--- config.mk ---
export PLATFORM = sky130hd
export DESIGN_NAME = universal_reg_rs
export DESIGN_NICKNAME = d
export VERILOG_FILES = /design/src/rtl/urs_pkg.sv /design/src/rtl/universal_reg_bit.sv /design/src/rtl/universal_reg_rs.sv
export SDC_FILE = /design/constraint.sdc
export NUM_CORES = 1
export LEC_CHECK = 0
export CORE_MARGIN = 2
export CORE_UTILIZATION = 50
export CTS_CLUSTER_SIZE = 8
export DETAILED_ROUTE_END_ITERATION = 7
export PLACE_DENSITY = 0.8
export SLEW_MARGIN = 20
export SYNTH_ARGS = -nofsm -noshare
export SYNTH_HDL_FRONTEND = slang
export SYNTH_SLANG_ARGS = --single-unit
--- constraint.sdc ---
create_clock -name clk -period 2.3 [get_ports clk]
set_input_delay 0.575 -clock clk [delete_from_list [all_inputs] [get_ports clk]]
set_output_delay 0.575 -clock clk [all_outputs]
set_load 0.01 [all_outputs]
--- src/rtl/urs_pkg.sv ---
// ============================================================================
// Module : urs_pkg
// Brief  : Mode encodings shared by the universal register and its bit cells.
// Rev    : 1.0  initial release
// ============================================================================
`default_nettype none

package urs_pkg;

  localparam int MODE_W = 3;

  localparam logic [MODE_W-1:0] MODE_HOLD = 3'd0;
  localparam logic [MODE_W-1:0] MODE_LOAD = 3'd1;
  localparam logic [MODE_W-1:0] MODE_SHL  = 3'd2;
  localparam logic [MODE_W-1:0] MODE_SHR  = 3'd3;
  localparam logic [MODE_W-1:0] MODE_INC  = 3'd4;
  localparam logic [MODE_W-1:0] MODE_DEC  = 3'd5;
  localparam logic [MODE_W-1:0] MODE_ROL  = 3'd6;
  localparam logic [MODE_W-1:0] MODE_ROR  = 3'd7;

endpackage

`default_nettype wire

--- src/rtl/universal_reg_bit.sv ---
// ============================================================================
// Module : universal_reg_bit
// Brief  : One storage bit: mode-selected next value, reset/set/enable
//          priority and the flop itself.
// Rev    : 1.0  initial release
// ============================================================================
`default_nettype none

module universal_reg_bit
  import urs_pkg::*;
#(
  parameter logic RST_BIT = 1'b0
) (
  input  logic              clk,
  input  logic              reset_n,
  input  logic              set_n,
  input  logic              en,
  input  logic [MODE_W-1:0] mode,
  input  logic              load_bit,
  input  logic              shl_bit,
  input  logic              shr_bit,
  input  logic              inc_bit,
  input  logic              dec_bit,
  input  logic              rol_bit,
  input  logic              ror_bit,
  output logic              q
);

  logic r_q;
  logic w_next;

  always_comb begin
    w_next = r_q;
    case (mode)
      MODE_HOLD: w_next = r_q;
      MODE_LOAD: w_next = load_bit;
      MODE_SHL:  w_next = shl_bit;
      MODE_SHR:  w_next = shr_bit;
      MODE_INC:  w_next = inc_bit;
      MODE_DEC:  w_next = dec_bit;
      MODE_ROL:  w_next = rol_bit;
      MODE_ROR:  w_next = ror_bit;
      default:   w_next = r_q;
    endcase
  end

  always_ff @(posedge clk) begin
    if (!reset_n) begin
      r_q <= RST_BIT;
    end else if (!set_n) begin
      r_q <= 1'b1;
    end else if (en) begin
      r_q <= w_next;
    end
  end

  assign q = r_q;

endmodule

`default_nettype wire

--- src/rtl/universal_reg_rs.sv ---
// ============================================================================
// Module : universal_reg_rs
// Brief  : WIDTH-bit register/shifter/counter with sync active-low reset and
//          set, clock enable and a registered carry/borrow flag.
//          Define URS_SAT_EN to make INC/DEC saturate instead of wrap.
// Rev    : 1.0  initial release
// ============================================================================
`default_nettype none

module universal_reg_rs
  import urs_pkg::*;
#(
  parameter int               WIDTH   = 8,
  parameter logic [WIDTH-1:0] RST_VAL = '0
) (
  input  logic              clk,
  input  logic              reset_n,
  input  logic              set_n,
  input  logic              en,
  input  logic [MODE_W-1:0] mode,
  input  logic [WIDTH-1:0]  d,
  input  logic              sin_l,
  input  logic              sin_r,
  output logic [WIDTH-1:0]  q,
  output logic              co
);

  logic [WIDTH-1:0] w_q;
  logic [WIDTH-1:0] w_shl;
  logic [WIDTH-1:0] w_shr;
  logic [WIDTH-1:0] w_rol;
  logic [WIDTH-1:0] w_ror;
  logic [WIDTH-1:0] w_inc;
  logic [WIDTH-1:0] w_dec;
  logic             w_all_ones;
  logic             w_zero;
  logic             r_co;

  assign w_all_ones = &w_q;
  assign w_zero     = ~|w_q;

  assign w_shl = {w_q[WIDTH-2:0], sin_r};
  assign w_shr = {sin_l, w_q[WIDTH-1:1]};
  assign w_rol = {w_q[WIDTH-2:0], w_q[WIDTH-1]};
  assign w_ror = {w_q[0], w_q[WIDTH-1:1]};

`ifdef URS_SAT_EN
  // Pin at the rail; co still flags the attempted overflow/underflow.
  assign w_inc = w_all_ones ? w_q : w_q + WIDTH'(1);
  assign w_dec = w_zero     ? w_q : w_q - WIDTH'(1);
`else
  assign w_inc = w_q + WIDTH'(1);
  assign w_dec = w_q - WIDTH'(1);
`endif

  for (genvar i = 0; i < WIDTH; i++) begin : g_bit
    universal_reg_bit #(
      .RST_BIT (RST_VAL[i])
    ) u_bit (
      .clk      (clk),
      .reset_n  (reset_n),
      .set_n    (set_n),
      .en       (en),
      .mode     (mode),
      .load_bit (d[i]),
      .shl_bit  (w_shl[i]),
      .shr_bit  (w_shr[i]),
      .inc_bit  (w_inc[i]),
      .dec_bit  (w_dec[i]),
      .rol_bit  (w_rol[i]),
      .ror_bit  (w_ror[i]),
      .q        (w_q[i])
    );
  end

  always_ff @(posedge clk) begin
    if (!reset_n) begin
      r_co <= 1'b0;
    end else if (!set_n) begin
      r_co <= 1'b0;
    end else if (en) begin
      case (mode)
        MODE_HOLD: r_co <= 1'b0;
        MODE_LOAD: r_co <= 1'b0;
        MODE_SHL:  r_co <= w_q[WIDTH-1];
        MODE_SHR:  r_co <= w_q[0];
        MODE_INC:  r_co <= w_all_ones;
        MODE_DEC:  r_co <= w_zero;
        MODE_ROL:  r_co <= w_q[WIDTH-1];
        MODE_ROR:  r_co <= w_q[0];
        default:   r_co <= 1'b0;
      endcase
    end
  end

  assign q  = w_q;
  assign co = r_co;

endmodule

`default_nettype wire

Word level (Yosys, flattened, before mapping):

Index checks and enable logic that the tools add are counted.
Widths: inputs -> output; s select.

* latch bits: 0
* memories kept: 0
* RAM bits: 0
* bits in read-only memories: 0
* register bits after elaboration: 9
* input port bits: 17

* order comparisons: 0
* multiplexer cells: 25
* reduce and logical (&&, ||, !) cells: 9
* multipliers: 0
* divide/modulo/power cells: 0
* shifts and indexed selects: 0
* bitwise gates (word level): 0
* add/sub/neg operators: 2
* eq/ne operators: 9

Operators with widths (number)
* $pmux 1 s5: 7
* $mux 1: 16
* $eq 3x3->1 const B: 4
* $pmux 1 s6: 2
* $add 8x1->8 const B: 1
* $reduce_and 8->1: 1
* $reduce_or 8->1: 1
* $sub 8x1->8 const B: 1
* $eq 3x2->1 const B: 2
* $reduce_or 2->1: 3
* $reduce_and 2->1: 2
* $eq 3x1->1 const B: 1
* $logic_not 3->1: 1
* $ne 2x1->1 const B: 1
* $ne 2x2->1 const B: 1
* $logic_not 1->1: 1

Depth between registers and ports, before layout:

Gate-level depths: netlist of run 1.

* depth after elaboration: 5
* depth in mapped cells: 8
* gate-level depth less buffers: 7

Cells and area by module:

A second synthesis of run 1 with hierarchy kept.

* cell total of the unflattened synthesis: 163
* area, all modules: 1234.9 µm²

Modules (own cells, without submodules)
* universal_reg_bit: cells an instance 14, area an instance 110.1 µm², sequential area each 20.0 µm², times used 8
* universal_reg_rs: cells an instance 51, area an instance 354.1 µm², sequential area each 20.0 µm², times used 1

Least setup slack after synthesis of run 1:

OpenSTA, ideal clock, no wires.

* path kind: in2reg
* start: input port mode[0]
* end: register g_bit[5].u_bit.r_q
* path buffers: 1
* stages on the path: 6
* data required time: 2.173 ns
* setup time: 0.127 ns
* data arrival time: 1.569 ns
* slack: 0.604 ns
* path through: buf_6 -> mux2_4 -> a22oi_2 -> nand2_1 -> a2111oi_2 -> nor3_1

* word-level cells in the longest chain between the ends: 5
* elaborated cells between the ends (all ways): 15
* classes of those cells: eq/ne: 8; mux: 3; reduce/logical: 4

RTL lines
* start: declaration: line universal_reg_rs.sv:20 `input logic [MODE_W-1:0] mode,`
* $eq 3x2->1 or $eq 3x3->1 (tied branches): line universal_reg_bit.sv:34 `case (mode)`
* $reduce_or 2->1 (no line)
* $pmux 1 s5: line universal_reg_bit.sv:34
* $mux 1: line universal_reg_bit.sv:52 `end else if (en) begin`
* $mux 1: line universal_reg_bit.sv:50 `end else if (!set_n) begin`
* end signal: assignment: line universal_reg_bit.sv:53 `r_q <= w_next;`
* end: declaration: line universal_reg_bit.sv:29 `logic r_q;`

Parallel ways exist; a longest one is shown, timed or not. The select of a mux whose other input is x is not followed.
A chain may end at the register's enable or synchronous reset.

Worst setup path after layout of run 1:

* start: input port mode[0]
* end: register g_bit[3].u_bit.r_q

* word-level cells in the longest chain between the ends: 5
* elaborated cells between the ends (all ways): 15
* classes of those cells: eq/ne: 8; mux: 3; reduce/logical: 4

RTL lines (line)
* $eq 3x2->1 or $eq 3x3->1 (tied branches): universal_reg_bit.sv:34
* $reduce_or 2->1 (no line)
* $pmux 1 s5: universal_reg_bit.sv:34
* $mux 1: universal_reg_bit.sv:52
* $mux 1: universal_reg_bit.sv:50
* end signal: assignment: universal_reg_bit.sv:53
* end: declaration: universal_reg_bit.sv:29

Parallel ways exist; a longest one is shown, timed or not. The select of a mux whose other input is x is not followed.

==> results of run 1 <==
## Yosys cell counts, types with 4 or more instances
master and instances:
a21oi_1 16, buf_2 5, buf_4 9, buf_6 4
dfxtp_1 9, inv_1 6, nand2_1 12, nand3_1 5
nor2_1 11, nor3_1 4, o21ai_0 8, xnor2_1 5
## path summary, 6_finish.rpt
path / startpoint / endpoint / slack (ns) / depth (start not counted)
setup / recovery: mode[0] / g_bit[3].u_bit.q$_SDFFE_PN0P_ / 0.16 / 8
hold / removal: co$_SDFFE_PN0P_ / co$_SDFFE_PN0P_ / 0.59 / 2
setup reg to reg: g_bit[1].u_bit.q$_SDFFE_PN0P_ / g_bit[6].u_bit.q$_SDFFE_PN0P_ / 0.34 / 6
hold reg to reg: co$_SDFFE_PN0P_ / co$_SDFFE_PN0P_ / 0.59 / 2
## flip-flops by register name (all words and copies together), names as in the netlist
register	flops
g_bit.u_bit.q	8
co	1
## power by group through the flow
stage	Sequential, mW	Combinational [mW]	Clock [mW]
after global routing	0.206	0.284	0.137
after detailed placement	0.205	0.260	0
after floorplan	0.184	0.203	0
after CTS	0.202	0.262	0.130
after global placement	0.205	0.254	0
final	0.202	0.264	0.124
## kinds of logic after synthesis
kind of cell / Yosys count / synth area share (%)
mux: 7 / 6.96
flops: 9 / 15.9
fa+ha+maj: 2 / 2.21
compound gates: 50 / 30.8
simple gates: 46 / 22.2
xor+xnor: 6 / 4.64
buf+inv: 27 / 17.2
## metal layers
| metal | GRT usage (%) | share of wire (%) | vias up |
|---|---|---|---|
| met1 | 29.2 | 40 | 561 |
| met2 | 43.6 | 51 | 52 |
| met5 | 0 | 0 | - |
| met3 | 5.75 | 6.5 | 8 |
| met4 | 10.5 | 2.4 | 0 |
| li1 | - | - | 588 |
## metrics by stage
step,std cells,setup WS [ns]
after detailed placement,194,-0.0921
final,198,0.165
after global routing,198,0.0996
after global placement,194,-0.0261
after floorplan,147,0.604
after CTS,198,0.188
## cell type report
cell class | count | area share [%]
clock buffers | 3 | 1.63
clock inverters | 1 | 0.361
inverters | 6 | 1.63
multi-input cells | 111 | 54.7
flip-flops and latches | 9 | 13.0
well taps | 28 | 2.53
repair buffers | 40 | 26.2
## worst max-delay path, delay by kind of cell
kind,cells,cell delay [ns]
AO/OA/AOI/OAI,3,0.82
buffers and inverters,3,0.86
AND/OR/NAND/NOR,2,0.08
==> results.yml, run 1 <==
power_and_ir_drop:
  p_comb_share_pct: 44.7
  clockPowerShare_pct: 21.0
  p_leak_nw: 0.535
  power_mw: 0.590
  peakVddDrop_mv: 0.443
  seq_power_share_pct: 34.3
  netSwitchingPower_mw: 0.217
  p_int_mw: 0.373
  powerDensity_nw_per_um2: 426
  switching_share_pct: 36.7
clock_tree:
  cts_num_sinks: 9
  cts_buffer_depth: 2
  post_cts_resized: 0
  htreeDepth: 1
  cts_root_buffer: "clkbuf_4"
  path_clk_slew_ns: 0.07
  postCtsHoldBufs: 0
  insertion_delay_ns: 0.27
  cts_inserted_buffers: 3
  tritoncts: "yes"
  post_cts_buffers: 0
floorplanning:
  rows: 17
  core_area_um2: 2170
  die_area_um2: 2660
  die_h_um: 51.6
  start_util_pct: 52.2
  die_width_um: 51.6
  boundaryPins: 26
job:
  max-cap-violations: 0
placed_design:
  detailed_place.area_um2: 1360
  gp_congestion: 0.918
  portBuffers: 25
  dpl.hpwl_mm: 2.41
finish:
  nets: 190
  fin_util_pct: 63.8
  num_antenna_cells: 0
  stdcell_area_um2: 1390
  multiInputGateArea_um2: 757
  ff_latch_area_um2: 180
  area_growth_pct: 22.3
  layout_commonest_cell: "clkdlybuf4s50_1"
  layout_common_cells: "25 x clkdlybuf4s50_1, 16 x a21oi_1, 15 x buf_4, 12 x nand2_1, 11 x nor2_1"
  fill_cells: 210
  drive_gt1_share_pct: 19.4
logic_synthesis:
  ys_seq_elements: 9
  yosys-top-cells-area: "dfxtp_1 16%, a21oi_1 7.1%, buf_4 6.0%"
  synthArstFlopShare_pct: 0
  synthFlopType: "dfxtp_1"
  syn-instance-count: 147
  synthesis.nets: 166
  yosys.area.top_type: "dfxtp_1"
  postSynthAreaPerCell_um2: 7.70
  synth_edf_count: 0
  syn_area_um2: 1130
  synth-seq-area-share_pct: 15.9
  ys.warnings.count: 0
  netlist.area_leader.share_pct: 15.9
  synth_cell_types: 53
setup_path:
  end_kind: "flop"
  critPathKind: "in2reg"
  cp_data_required_time_ns: 2.52
  cpPeakStageDelay_ns: 0.52
  slowest_stage: "clkdlybuf4s50_1"
  worstPathCellList: "clkdlybuf4s50_1 > buf_4 > buf_4 > nor2_1 > o21ba_2 > nor2_1 > o311ai_0 > o311a_1"
  cp-start-kind: "input pin"
  crit_arrival_ns: 2.35
  cp_max_fo: 8
status:
  status: "complete, no violations"
timing:
  tns_ns: 0
  worstMarginPinSlew_ns: 0.601
  hold_ws_ns: 0.592
  finalHoldViolCount: 0
  rsz0062_at_grt: "false"
  slew_headroom_pct: 59.8
  max_clock_freq_mhz: 468
  drv_slew: 0
  fin_crit_sh_pct: 92.8
  fin_skew_ns: 0.00892
  setup_violations: 0
  finalCriticalPeriod_ns: 2.14
grt:
  antenna_found_initial: 0
  track_usage_pct: 25.0
  overflow: 0
  grt_max_degree: 14
  grt_pass1_wl_mm: 5.01
  grt_pass1_vias: 1135
routing:
  drt_iter0_drc: 39
  wl_per_cell_um: 15.8
  via_count: 1209
  drcViolationCount: 0
  first_pass_iters: 4
  drt-total-wl_mm: 3.13
  via_per_inst: 6.11
  drtAntennaViolNets: 0
min_path:
  hp-class: "reg2reg"
Power figures use the tool's default switching activity.
==> inputs of run 2 (changes only) <==
--- a/config.mk
+++ b/config.mk
@@ -6,10 +6,10 @@
 export NUM_CORES = 1
 export LEC_CHECK = 0
 export CORE_MARGIN = 2
-export CORE_UTILIZATION = 50
+export CORE_UTILIZATION = 54
 export CTS_CLUSTER_SIZE = 8
 export DETAILED_ROUTE_END_ITERATION = 7
-export PLACE_DENSITY = 0.8
+export PLACE_DENSITY = 0.85
 export SLEW_MARGIN = 20
 export SYNTH_ARGS = -nofsm -noshare
 export SYNTH_HDL_FRONTEND = slang
==> constraint.sdc (replaced) <==
create_clock -name clk -period 2.5 [get_ports clk]
set_input_delay 0.625 -clock clk [delete_from_list [all_inputs] [get_ports clk]]
set_output_delay 0.625 -clock clk [all_outputs]
set_load 0.01 [all_outputs]
==> results.yml, run 2 (synthesized netlist as in run 1, its figures left out) <==
status:
  status: "complete, no violations"
placed_design:
  portBuffers: 25
  dpl.hpwl_mm: 2.40
  gp_congestion: 1.02
  detailed_place.area_um2: 1320
timing:
  slew_headroom_pct: 65.0
  finalCriticalPeriod_ns: 2.22
  setup_violations: 0
  max_clock_freq_mhz: 451
  tns_ns: 0
  fin_skew_ns: 0.00332
  worstMarginPinSlew_ns: 0.521
  rsz0062_at_grt: "false"
  drv_slew: 0
  fin_crit_sh_pct: 88.7
  finalHoldViolCount: 0
clock_tree:
  insertion_delay_ns: 0.28
  path_clk_slew_ns: 0.07
  cts_inserted_buffers: 3
  postCtsHoldBufs: 0
  post_cts_buffers: 0
  tritoncts: "yes"
  cts_num_sinks: 9
  htreeDepth: 1
  post_cts_resized: 0
  cts_root_buffer: "clkbuf_4"
  cts_buffer_depth: 2
routing:
  drt-total-wl_mm: 3.30
  drcViolationCount: 0
  first_pass_iters: 4
  via_count: 1237
  drtAntennaViolNets: 0
  drt_iter0_drc: 44
  wl_per_cell_um: 17.3
  via_per_inst: 6.48
finish:
  layout_common_cells: "25 x clkdlybuf4s50_1, 16 x a21oi_1, 12 x nand2_1, 11 x nor2_1, 9 x dfxtp_1"
  num_antenna_cells: 0
  layout_commonest_cell: "clkdlybuf4s50_1"
  area_growth_pct: 19.3
  fill_cells: 179
  largest_reg_flops: 8
  drive_gt1_share_pct: 16.5
  stdcell_area_um2: 1350
  ff_latch_area_um2: 180
  nets: 184
  multiInputGateArea_um2: 757
setup_path:
  cp-start-kind: "input pin"
  crit_arrival_ns: 2.38
  cp_data_required_time_ns: 2.66
  cpPeakStageDelay_ns: 0.56
  critPathKind: "in2reg"
  slowest_stage: "clkdlybuf4s50_1"
  cp_max_fo: 20
  worstPathCellList: "clkdlybuf4s50_1 > buf_12 > mux2_4 > a22oi_2 > nand2_1 > a2111oi_2 > nor3_1"
  end_kind: "flop"
power_and_ir_drop:
  powerDensity_nw_per_um2: 405
  peakVddDrop_mv: 0.410
  power_mw: 0.548
  p_leak_nw: 0.510
grt:
  grt_pass1_vias: 1111
  overflow: 0
  grt_max_degree: 21
  antenna_found_initial: 0
  track_usage_pct: 28.1
  grt_pass1_wl_mm: 5.21
floorplanning:
  rows: 16
  boundaryPins: 26
  die_width_um: 49.8
  die_h_um: 49.8
  start_util_pct: 57.7
  core_area_um2: 1960
  die_area_um2: 2480
job:
  max-cap-violations: 0
min_path:
  hp-class: "reg2reg"
==> run 2: layer usage <==
metal | track usage (%) | wire length (um) | up-vias
met4 | 13.0 | 91 | 0
met2 | 47.8 | 1600 | 68
li1 | - | - | 570
met5 | 0 | 0 | -
met1 | 33.7 | 1330 | 584
met3 | 5.76 | 277 | 15
==> run 2: area by class of cell <==
cell class	instances	share of cell area, %
clock buffer	3	1.67
clock inverter	1	0.370
inverter	6	1.67
multi-input combinational	111	56.0
sequential	9	13.3
tap	27	2.50
timing repair buffer	34	24.4
==> run 2: path summary, 6_finish.rpt <==
check                                              startpoint                       endpoint  cells after the start  slack [ns]
worst min register to register                co$_SDFFE_PN0P_                co$_SDFFE_PN0P_                      2        0.58
worst min-delay path                          co$_SDFFE_PN0P_                co$_SDFFE_PN0P_                      2        0.58
worst max register to register  g_bit[0].u_bit.q$_SDFFE_PN0P_  g_bit[6].u_bit.q$_SDFFE_PN0P_                      6        0.47
worst max-delay path                                  mode[0]  g_bit[5].u_bit.q$_SDFFE_PN0P_                      7        0.28
==> run 2: through the flow <==
step	setup WS [ns]	hold slack (ns)	instances	utilization [%]
2_1_floorplan	0.754	0.596	147	-
3_3_place_gp	0.0806	0.568	187	67.5
3_5_place_dp	0.00212	0.575	187	67.5
4_1_cts	0.288	0.585	191	68.9
5_1_grt	0.0767	0.603	191	68.9
6_report	0.283	0.582	191	68.9
==> run 2: report_power, final <==
group          switching [mW]  internal, mW  total, mW
clock network          0.0643        0.0596      0.124
logic                   0.106         0.122      0.228
registers              0.0389         0.157      0.196
==> run 2: critical path, delay by kind of cell <==
kind	cells	cell delay [ns]
AND/OR/NAND/NOR	2	0.18
AO/OA/AOI/OAI	2	0.50
multiplexers	1	0.31
buffers and inverters	2	0.75
==> inputs of run 3 (changes only) <==
==> constraint.sdc (replaced) <==
create_clock -name clk -period 2.5 [get_ports clk]
set_input_delay 0.5 -clock clk [delete_from_list [all_inputs] [get_ports clk]]
set_output_delay 0.5 -clock clk [all_outputs]
set_load 0.01 [all_outputs]
==> results.yml, run 3 (synthesized netlist as in run 1, its figures left out) <==
placed_design:
  portBuffers: 25
  gp_congestion: 1.02
  dp_cells: 185
  dpl.hpwl_mm: 2.27
setup_path:
  cpPeakStageDelay_ns: 0.53
  critPathKind: "in2reg"
  end_kind: "flop"
  cp_max_fo: 17
  reg2reg_depth: 6
  crit_arrival_ns: 2.27
  r2r_start: "g_bit[0].u_bit.q$_SDFFE_PN0P_"
  worstReg2RegEnd: "g_bit[6].u_bit.q$_SDFFE_PN0P_"
  cp-start-kind: "input pin"
  worstPathCellList: "clkdlybuf4s50_1 > buf_4 > mux2i_1 > xnor2_1 > a222oi_1 > o21ai_0 > o21a_1"
  cp_data_required_time_ns: 2.67
  slowest_stage: "clkdlybuf4s50_1"
  r2r_slack_ns: 0.43
status:
  status: "complete, no violations"
timing:
  fin_skew_ns: 0.00305
  max_clock_freq_mhz: 476
  worstMarginPinSlew_ns: 0.569
  finalHoldViolCount: 0
  setup_violations: 0
  finalCriticalPeriod_ns: 2.10
  fin_crit_sh_pct: 84.1
  drv_slew: 0
  slew_headroom_pct: 61.7
  tns_ns: 0
  rsz0062_at_grt: "false"
floorplanning:
  core_area_um2: 1960
  die_width_um: 49.8
  boundaryPins: 26
  die_area_um2: 2480
  rows: 16
  start_util_pct: 57.7
  die_h_um: 49.8
clock_tree:
  insertion_delay_ns: 0.27
  cts_buffer_depth: 2
  cts_num_sinks: 9
  cts_inserted_buffers: 3
  path_clk_slew_ns: 0.06
  post_cts_buffers: 0
  htreeDepth: 1
  post_cts_resized: 0
  tritoncts: "yes"
  cts_root_buffer: "clkbuf_4"
  postCtsHoldBufs: 0
min_path:
  holdCritStartpoint: "co$_SDFFE_PN0P_"
  whs_path_depth: 2
  hp-class: "reg2reg"
  whs_endpoint: "co$_SDFFE_PN0P_"
finish:
  layoutNonFillerInstCount: 189
  layout_commonest_cell: "clkdlybuf4s50_1"
  nets: 182
  largest_reg_flops: 8
  area_growth_pct: 16.9
  layout_common_cells: "25 x clkdlybuf4s50_1, 16 x a21oi_1, 12 x nand2_1, 11 x nor2_1, 9 x dfxtp_1"
  drive_gt1_share_pct: 15.4
  num_antenna_cells: 0
power_and_ir_drop:
  powerDensity_nw_per_um2: 402
  power_mw: 0.532
  p_leak_nw: 0.495
  peakVddDrop_mv: 0.362
routing:
  first_pass_iters: 5
  via_count: 1224
  via_per_inst: 6.48
  drtAntennaViolNets: 0
  drt_iter0_drc: 65
  drcViolationCount: 0
  drt-total-wl_mm: 3.07
  wl_per_cell_um: 16.2
grt:
  grt_max_degree: 18
  grt_pass1_wl_mm: 5.14
  track_usage_pct: 26.8
  grt_pass1_vias: 1119
  antenna_found_initial: 0
  overflow: 0
job:
  max-cap-violations: 0
run 3: cell type report:
type	instances	area, um2
clock buffers	3	22.5
clock inverters	1	5.00
fillers	187	638
inverters	6	22.5
multi-input cells	111	757
flip-flops and latches	9	180
well taps	27	33.8
repair buffers	32	303
run 3: metal layers:
metal | vias up | track usage (%) | part of all wire, %
met5 | - | 0 | 0
met4 | 0 | 9.26 | 3.0
met3 | 15 | 6.67 | 10
met2 | 82 | 45.1 | 48
met1 | 556 | 32.9 | 39
li1 | 571 | - | -
run 3: how the worst max path moves through the flow:
stage                                       start                             to  slack (ns)  cells after the start
global placement                          mode[0]  g_bit[2].u_bit.q$_SDFFE_PN0P_        0.24                      7
floorplan           g_bit[1].u_bit.q$_SDFFE_PN0P_  g_bit[6].u_bit.q$_SDFFE_PN0P_        0.84                      6
finish                                    mode[0]  g_bit[2].u_bit.q$_SDFFE_PN0P_        0.40                      7
global route                              mode[0]  g_bit[6].u_bit.q$_SDFFE_PN0P_        0.27                      7
CTS                                       mode[0]  g_bit[2].u_bit.q$_SDFFE_PN0P_        0.43                      7
detailed placement                        mode[0]  g_bit[2].u_bit.q$_SDFFE_PN0P_        0.13                      7
run 3: stage by stage:
step | instance area [um2] | setup WS [ns] | utilization (%) | hold WS (ns)
after floorplan | 1130 | 0.835 | - | 0.596
after global placement | 1300 | 0.243 | 66.1 | 0.582
after detailed placement | 1300 | 0.135 | 66.1 | 0.581
after CTS | 1320 | 0.433 | 67.5 | 0.590
after global routing | 1320 | 0.267 | 67.5 | 0.610
final | 1320 | 0.399 | 67.5 | 0.587
run 3: report_power, final:
part	switching, mW	leakage (nW)	internal (mW)
clock network	0.0565	0.0177	0.0593
registers	0.0425	0.0752	0.157
logic	0.100	0.402	0.118
total	0.199	0.495	0.333
run 3: critical path, delay by kind of cell:
family / cells / cell delay (ns)
AOI/OAI and AO/OA: 3 / 0.62
xor gates and xnor gates: 1 / 0.10
buffers and inverters: 2 / 0.77
muxes: 1 / 0.28
